==> src/rtl/module_max_unpool_if.sv <==
// -----------------------------------------------------------------------------
// module_max_unpool_if
// Stream bundle for the 2x2 unpool block.
//   valid_in  : upstream pixel valid
//   ready_in  : block accepts a pixel this cycle
//   din       : signed input pixel, DATA_W bits
//   valid_out : output pixel valid (no downstream backpressure)
//   dout      : signed output pixel, DATA_W bits
//   last_out  : final output pixel of a frame
// Modports: master = upstream/environment side, slave = unpool block side.
// -----------------------------------------------------------------------------
interface module_max_unpool_if #(
    parameter int DATA_W = 8
);
    logic                     valid_in;
    logic                     ready_in;
    logic signed [DATA_W-1:0] din;
    logic                     valid_out;
    logic signed [DATA_W-1:0] dout;
    logic                     last_out;

    modport master (
        output valid_in, din,
        input  ready_in, valid_out, dout, last_out
    );

    modport slave (
        input  valid_in, din,
        output ready_in, valid_out, dout, last_out
    );
endinterface

==> src/rtl/module_max_unpool.sv <==
// -----------------------------------------------------------------------------
// module_max_unpool
// 2x2 upsampler for a row-major IN_W x IN_H signed pixel stream. Each accepted
// pixel is emitted twice (ROW_A), then the whole row is replayed from a line
// buffer with every pixel doubled again (ROW_B), giving a 2*IN_W x 2*IN_H frame.
// Because output rate is 4x input rate, ready_in throttles the upstream.
//
// Ports:
//   clk  : clock, rising edge
//   rst  : asynchronous reset, active-high
//   bus  : module_max_unpool_if.slave (valid_in/ready_in/din in,
//          valid_out/dout/last_out out); all outputs are registered.
//
// Build option:
//   UNPOOL_ZERO_FILL_EN : bed-of-nails unpool. Second ROW_A copy and the whole
//   ROW_B replay are zeros; the line buffer disappears. Timing is unchanged.
// -----------------------------------------------------------------------------
module module_max_unpool #(
    parameter int DATA_W = 8,
    parameter int IN_W   = 5,
    parameter int IN_H   = 5
) (
    input  logic                 clk,
    input  logic                 rst,
    module_max_unpool_if.slave   bus
);
    localparam int COL_W = (IN_W > 1) ? $clog2(IN_W) : 1;
    localparam int ROW_W = (IN_H > 1) ? $clog2(IN_H) : 1;
    localparam logic [COL_W-1:0] COL_LAST = COL_W'(IN_W - 1);
    localparam logic [ROW_W-1:0] ROW_LAST = ROW_W'(IN_H - 1);

    // ROW_A: accept and double live pixels; ROW_B: replay the buffered row.
    typedef enum logic {ROW_A, ROW_B} state_t;

    state_t                   r_state;
    logic [COL_W-1:0]         r_col;   // pixel index in ROW_A, replay index in ROW_B
    logic [ROW_W-1:0]         r_row;
    logic                     r_ph;    // which of the two copies is being produced
    logic                     r_ready;
    logic                     r_valid;
    logic signed [DATA_W-1:0] r_dout;
    logic                     r_last;

    state_t                   w_state_nx;
    logic [COL_W-1:0]         w_col_nx;
    logic [ROW_W-1:0]         w_row_nx;
    logic                     w_ph_nx;
    logic                     w_ready_nx;
    logic                     w_valid_nx;
    logic signed [DATA_W-1:0] w_dout_nx;
    logic                     w_last_nx;
    logic                     w_xfer;
    logic                     w_accept;

    // ready_in is registered, so a transfer is simply valid_in against it.
    assign w_xfer   = bus.valid_in && r_ready;
    assign w_accept = (r_state == ROW_A) && !r_ph && w_xfer;

`ifndef UNPOOL_ZERO_FILL_EN
    logic signed [DATA_W-1:0] r_hold;
    logic signed [DATA_W-1:0] r_buf [IN_W];

    // NOTE: pure storage with no reset; its contents are never observed before
    // being written, so a reset would only add fan-out and block RAM inference.
    always_ff @(posedge clk) begin
        if (w_accept) begin
            r_buf[r_col] <= bus.din;
            r_hold       <= bus.din;
        end
    end
`endif

    // NOTE: every register uses non-blocking assignment so all of them sample
    // the same pre-edge values, independent of statement order.
    always_ff @(posedge clk or posedge rst) begin
        if (rst) begin
            r_state <= ROW_A;
            r_col   <= '0;
            r_row   <= '0;
            r_ph    <= 1'b0;
            r_ready <= 1'b0;
            r_valid <= 1'b0;
            r_dout  <= '0;
            r_last  <= 1'b0;
        end else begin
            r_state <= w_state_nx;
            r_col   <= w_col_nx;
            r_row   <= w_row_nx;
            r_ph    <= w_ph_nx;
            r_ready <= w_ready_nx;
            r_valid <= w_valid_nx;
            r_dout  <= w_dout_nx;
            r_last  <= w_last_nx;
        end
    end

    // Next-state logic.
    always_comb begin
        // NOTE: defaults first so no path through the case leaves a signal
        // unassigned, which would otherwise infer a latch.
        w_state_nx = r_state;
        w_col_nx   = r_col;
        w_row_nx   = r_row;
        w_ph_nx    = r_ph;
        unique case (r_state)
            ROW_A: begin
                if (!r_ph) begin
                    if (w_xfer) w_ph_nx = 1'b1;
                end else begin
                    w_ph_nx = 1'b0;
                    if (r_col == COL_LAST) begin
                        w_col_nx   = '0;
                        w_state_nx = ROW_B;
                    end else begin
                        w_col_nx = r_col + COL_W'(1);
                    end
                end
            end
            ROW_B: begin
                w_ph_nx = ~r_ph;
                if (r_ph) begin
                    if (r_col == COL_LAST) begin
                        w_col_nx   = '0;
                        w_state_nx = ROW_A;
                        w_row_nx   = (r_row == ROW_LAST) ? '0 : r_row + ROW_W'(1);
                    end else begin
                        w_col_nx = r_col + COL_W'(1);
                    end
                end
            end
            default: ;
        endcase
    end

    // Output logic: values loaded into the output registers at the next edge.
    always_comb begin
        // Ready exactly when the coming cycle is a ROW_A first-copy slot.
        w_ready_nx = (w_state_nx == ROW_A) && !w_ph_nx;
        w_valid_nx = 1'b0;
        w_dout_nx  = '0;
        w_last_nx  = 1'b0;
        unique case (r_state)
            ROW_A: begin
                if (!r_ph) begin
                    if (w_xfer) begin
                        w_valid_nx = 1'b1;
                        w_dout_nx  = bus.din;
                    end
                end else begin
                    w_valid_nx = 1'b1;
`ifndef UNPOOL_ZERO_FILL_EN
                    w_dout_nx  = r_hold;
`endif
                end
            end
            ROW_B: begin
                w_valid_nx = 1'b1;
`ifndef UNPOOL_ZERO_FILL_EN
                w_dout_nx  = r_buf[r_col];
`endif
                w_last_nx  = r_ph && (r_col == COL_LAST) && (r_row == ROW_LAST);
            end
            default: ;
        endcase
    end

    assign bus.ready_in  = r_ready;
    assign bus.valid_out = r_valid;
    assign bus.dout      = r_dout;
    assign bus.last_out  = r_last;
endmodule

==> src/flat_wrapper.sv <==
// flat-port wrapper written by rule: the top's interface ports become plain ports
module module_max_unpool_flat 
#(
    parameter int DATA_W = 8,
    parameter int IN_W   = 5,
    parameter int IN_H   = 5
)
  (clk, rst, bus_valid_in, bus_din, bus_ready_in, bus_valid_out, bus_dout, bus_last_out);
  module_max_unpool_if #(.DATA_W(DATA_W)) bus_i ();
  input  logic clk;
  input  logic rst;
  input wire logic [$bits(bus_i.valid_in)-1:0] bus_valid_in;
  input wire logic [$bits(bus_i.din)-1:0] bus_din;
  output wire logic [$bits(bus_i.ready_in)-1:0] bus_ready_in;
  output wire logic [$bits(bus_i.valid_out)-1:0] bus_valid_out;
  output wire logic [$bits(bus_i.dout)-1:0] bus_dout;
  output wire logic [$bits(bus_i.last_out)-1:0] bus_last_out;
  assign bus_i.valid_in = bus_valid_in;
  assign bus_i.din = bus_din;
  assign bus_ready_in = bus_i.ready_in;
  assign bus_valid_out = bus_i.valid_out;
  assign bus_dout = bus_i.dout;
  assign bus_last_out = bus_i.last_out;
  module_max_unpool #(.DATA_W(DATA_W), .IN_W(IN_W), .IN_H(IN_H)) u_core (.clk(clk), .rst(rst), .bus(bus_i));
endmodule
==> config.mk <==
export PLATFORM = sky130hd
export DESIGN_NAME = module_max_unpool_flat
export DESIGN_NICKNAME = d
export VERILOG_FILES = /design/src/rtl/module_max_unpool_if.sv /design/src/rtl/module_max_unpool.sv /design/src/flat_wrapper.sv
export SDC_FILE = /design/constraint.sdc
export NUM_CORES = 1
export LEC_CHECK = 0
export BUFFER_PORTS_ARGS = -buffer_cell sky130_fd_sc_hd__buf_2
export CORE_UTILIZATION = 58
export CTS_BUF_LIST = sky130_fd_sc_hd__clkbuf_4 sky130_fd_sc_hd__clkbuf_8 sky130_fd_sc_hd__clkbuf_16
export DETAILED_ROUTE_END_ITERATION = 10
export GPL_ROUTABILITY_DRIVEN = 0
export PLACE_DENSITY = 0.78
export SLEW_MARGIN = 10
export SYNTH_ARGS = -nofsm -noshare
export SYNTH_HDL_FRONTEND = slang
export SYNTH_SLANG_ARGS = --single-unit
==> constraint.sdc <==
create_clock -name clk -period 2.4 [get_ports clk]
set_input_delay 0.48 -clock clk [delete_from_list [all_inputs] [get_ports clk]]
set_output_delay 0.48 -clock clk [all_outputs]
set_load 0.02 [all_outputs]
; Yosys cells after proc, flatten, opt, wreduce, memory -nomap -nowiden
; Memories as Yosys holds them, arrays and structs flattened.
; Cells that the tools add are included.
[totals]
reg_bits = 27
ramBits = 40
in_bits = 11
out_inout_bits = 11
elab_cells = 45
memories = 1
[memory_table]
columns = name, depth, width, rd, rd_ports_with_merged_regs, write_ports, line
row1 = u_core.r_buf, 5, 8, 1, 0, 1, module_max_unpool.sv:61  ; logic signed [DATA_W-1:0] r_buf [IN_W];
[classes]
n_addsub = 2
eq_ne = 2
muxes = 19
n_bitwise = 3
n_reduce_logical = 9
[op_table]
columns = cell, count
row1 = 2-to-1 mux 8 bit, 2
row2 = case mux 8 bit (2 select lines), 1
row3 = 2-to-1 mux 1 bit, 10
row4 = 2-to-1 mux 3 bit, 3
row5 = adder 3 x 1 -> 3 bit (second input constant), 2
row6 = == test 3 bit (second input constant), 2
row7 = logical AND 1 bit, 6
row8 = case mux 1 bit (2 select lines), 3
row9 = NOT 1 bit, 3
row10 = AND reduction 3 bit, 1
row11 = zero test 1 bit, 2

; Logic depth before layout (Yosys ltp)
[depth]
depth_word = 6
mapped_depth = 6
mapped_depth_nobuf = 5

; Worst setup path before layout
; OpenSTA, ideal clock, no wires.
[synth_path]
path_type = register to register
start = register u_core.r_ph
end = memory u_core.r_buf[4][0], enable pin
arrival_ps = 1781
setup_slack_ps = 287
stages_incl_launch_ff = 5
n_path_buf = 2
cell_sequence = dfrtp_1 -> buf_6 -> buf_4 -> nor3_1 -> and4_1
[synth_between]
elab_chain_cells = 5
[synth_lines]
columns = element, line
row1 = start: declaration, module_max_unpool.sv:38  ; logic r_ph;
row2 = start signal: assignment, module_max_unpool.sv:89  ; r_ph <= w_ph_nx;
row3 = zero test 1 bit, module_max_unpool.sv:57  ; assign w_accept = (r_state == ROW_A) && !r_ph && w_xfer;
row4 = logical AND 1 bit (2 in series), module_max_unpool.sv:57
row5 = via u_core.w_accept, module_max_unpool.sv:53  ; logic w_accept;
row6 = 2-to-1 mux 1 bit, module_max_unpool.sv:66  ; if (w_accept) begin
row7 = 2-to-1 mux 1 bit (not written as such), module_max_unpool.sv:67  ; r_buf[r_col] <= bus.din;
row8 = end: declaration, module_max_unpool.sv:61
; The timed path passes the listed nets, and every way through them passes these cells.

; Worst setup path after layout
[layout_path]
start = register u_core.r_col[0]
end = register u_core.r_row[2]
[layout_between]
elab_chain_cells = 2
[layout_lines]
columns = element, line
row1 = start: declaration, module_max_unpool.sv:36  ; logic [COL_W-1:0] r_col;
row2 = start signal: assignment, module_max_unpool.sv:87  ; r_col <= w_col_nx;
row3 = == test 3 bit, module_max_unpool.sv:122  ; if (r_col == COL_LAST) begin
row4 = AND reduction 3 bit (no line), n/a
row5 = end signal: assignment, module_max_unpool.sv:88  ; r_row <= w_row_nx;
row6 = end: declaration, module_max_unpool.sv:37  ; logic [ROW_W-1:0] r_row;
; No other way between the ends.
; A chain may end at the register's enable or synchronous reset.

==> metrics <==
R2R Setup Slk=0.48 ns; DRC errors left=0; CTS Sinks=67; Post-CTS Hold Fix Bufs=0; core area=4380 um^2; WL final=4.90 mm; final instance area=2990 um^2; vias per inst=5.98; internal power=0.00226 W; worst setup path startpoint=u_core.r_col[0]; FP Rows=24; worst-path maximum fanout=12; First-pass DRT Iterations=4; Layout Area Growth over Synthesis=12.2%; ANT cells=0; Max-slew headroom=48.5%; Total Routing Usage GR=22.6%; worst min path class=in2async; H-tree depth=3; Comb power frac=28.9%; final setup vio count=0; Crit. End Element=flop; Clock Tree Buf Depth=2; initial antenna violation count=0; RR Startpoint=u_core.r_col[0]; drt initial violations=80; nets=207; Critical Path Start Type=flop; # fillers=296; first-pass GRT wire length=7.82 mm; Setup Slack @ Placement=0.493 ns; Worst R2R Path Depth=5; PortBufs=21; setup_tns=0 ns; synthesized net count=177; Cell variety after synth=27; final cell count without fillers=249; Placed Cells=233; clock power share=22.7%; status=completed; synthesized area=2670 um^2; Antenna Nets Post-Route=0; Final WS setup=0.480 ns; min Tclk post-route=1.92 ns; initial core utilization=60.8%; DR vias=1488; final worst-path cycle share=80.0%; cts bufs inserted=9; detailed placer's ending HPWL=3.29 mm; switching share of power=32.9%; CTS tree=yes; fmax=521 MHz; number of post-CTS setup repair buffers=0; max cap viols=0; Worst Tran Pin Value=0.772 ns; Max Slew Vio Count=0; Reg power frac=48.4%; clk root buf=clkbuf_8; Die W=69.8 um; Reg-to-Reg End=u_core.r_row[2]; Yosys reg bits=67; clk slew on worst S/H paths=0.07 ns; total grt overflow=0; clk_skew=0.00708 ns; Hold Fails Final Rpt=0; CTS resizes=0; sequential-to-total area share from yosys stat=71.9%; worst endpoint required time=2.61 ns; largest net degree at the start of global routing=20; Psw=0.00111 W; DP Area=2830 um^2; vias in the first global route=1506; Clk Latency, worst-skew pair=0.33 ns; multi-input logic area=664 um^2; register area=1920 um^2; Synth Area per Inst=16.5 um^2; signal arrival time at the worst endpoint=2.13 ns; layout cells sized above 1=24.9%; number of synthesis warnings=0; VDD IR max=0.565 mV; RSZ-0062 raised after global routing=false; critical path class=reg2reg; # IOs=22; PD cells=1130 nW/um^2; wire per inst=19.7 um; die height=69.8 um; Die Footprint=4870 um^2; Syn Inst Count=162; Critical Path Sink=u_core.r_row[2]; LEAKAGE=1.12 nW
[placed cells by master, fill, tap and decap left out, types with 2 or more instances in the layout]
cell type and instances:
a21oi_1 9, a221oi_1 8, buf_2 21, buf_4 8
clkbuf_4 2, clkbuf_8 9, clkinv_1 4, dfrtp_1 19
edfxtp_1 48, ha_1 4, inv_1 5, mux2i_1 8
mux4_2 7, nand2_1 7, nand2b_1 2, nand3_1 3
nor2_1 4, nor2b_1 8, nor3_1 5, o21ai_0 7
[metrics by stage]
step | power, W | util (%) | hold WS [ns]
finish | 0.00337 | 68.2 | 0.276
global route | 0.00357 | 68.2 | 0.332
CTS | 0.00339 | 68.2 | 0.280
detailed placement | 0.00263 | 64.6 | 0.543
global placement | 0.00258 | 64.6 | 0.489
floorplan | 0.00237 | - | 0.431
[metal layers]
layer	global-route usage [%]	part of all wire, %	vias to the layer above
met5	0	0	-
met4	8.67	1.1	0
met3	8.28	4.2	4
met2	33.4	50	43
met1	31.0	45	761
li1	-	-	680
[synthesized netlist by cell type]
cell type,n,area (um^2)
edfxtp_1,48,1440
dfrtp_1,19,475
a21oi_1,9,45.0
a221oi_1,8,70.1
mux2i_1,8,80.1
nor2b_1,8,50.1
mux4_2,7,158
nand2_1,7,26.3
o21ai_0,7,35.0
inv_1,5,18.8
nor3_1,5,25.0
buf_2,4,20.0
ha_1,4,50.1
nor2_1,4,15.0
nand3_1,3,15.0
buf_4,2,15.0
buf_6,2,22.5
clkbuf_1,2,7.51
nand2b_1,2,12.5
a21o_1,1,7.51
and2_1,1,6.26
and4_1,1,8.76
mux4_1,1,26.3
nand4_1,1,6.26
nor3b_1,1,7.51
or4_4,1,11.3
xnor2_1,1,8.76
[worst max-delay path: stages (launching register included)]
cell and delay (ns):
dfrtp_1 0.60, inv_1 0.27, ha_1 0.25, nand4_1 0.26
o21ai_0 0.29, o21ai_0 0.12
[layout make-up]
| class | instances | share of cell area (%) |
|---|---|---|
| clock inverter | 5 | 0.670 |
| multi-input combinational | 80 | 22.2 |
| inverter | 5 | 0.628 |
| clock buffer | 11 | 4.65 |
| tap | 52 | 2.18 |
| sequential | 67 | 64.1 |
| timing repair buffer | 29 | 5.53 |
[cell families after synthesis]
family                     Yosys count  share of synthesized area (%)
and+or+nand+nor                     34                           6.90
buffers and inverters               15                           3.15
xor gates and xnor gates             1                          0.329
muxes                               16                           9.91
DFF                                 67                           71.9
adders and majority gates            4                           1.88
AOI/OAI and AO/OA                   25                           5.92
[flip-flops by register name, indices dropped and copies added (netlist names)]
name,cells
u_core.r_col,3
u_core.bus.dout,8
u_core.bus.last_out,1
u_core.r_row,3
u_core.r_buf,40
u_core.r_hold,8
u_core.bus.valid_out,1
u_core.r_ph,1
u_core.bus.ready_in,1
u_core.r_state,1
[power by group through the flow]
stage	combinational (W)	clock, W	sequential [W]
final	0.000974	0.000765	0.00163
after floorplan	0.000710	0	0.00166
after global routing	0.00108	0.000832	0.00166
after detailed placement	0.000974	0	0.00166
after global placement	0.000940	0	0.00164
after CTS	0.000977	0.000782	0.00163
[worst min path at each step]
| stage | endpoint | slack, ns | cells past startpoint |
|---|---|---|---|
| floorplan | u_core.bus.dout[0] | 0.43 | 1 |
| global placement | u_core.r_row[1] | 0.49 | 2 |
| detailed placement | u_core.bus.dout[2] | 0.54 | 2 |
| CTS | u_core.r_state | 0.28 | 2 |
| global route | u_core.bus.dout[7] | 0.33 | 2 |
| finish | u_core.r_row[2] | 0.28 | 2 |
Note: power is estimated with default switching activity, not from simulation.
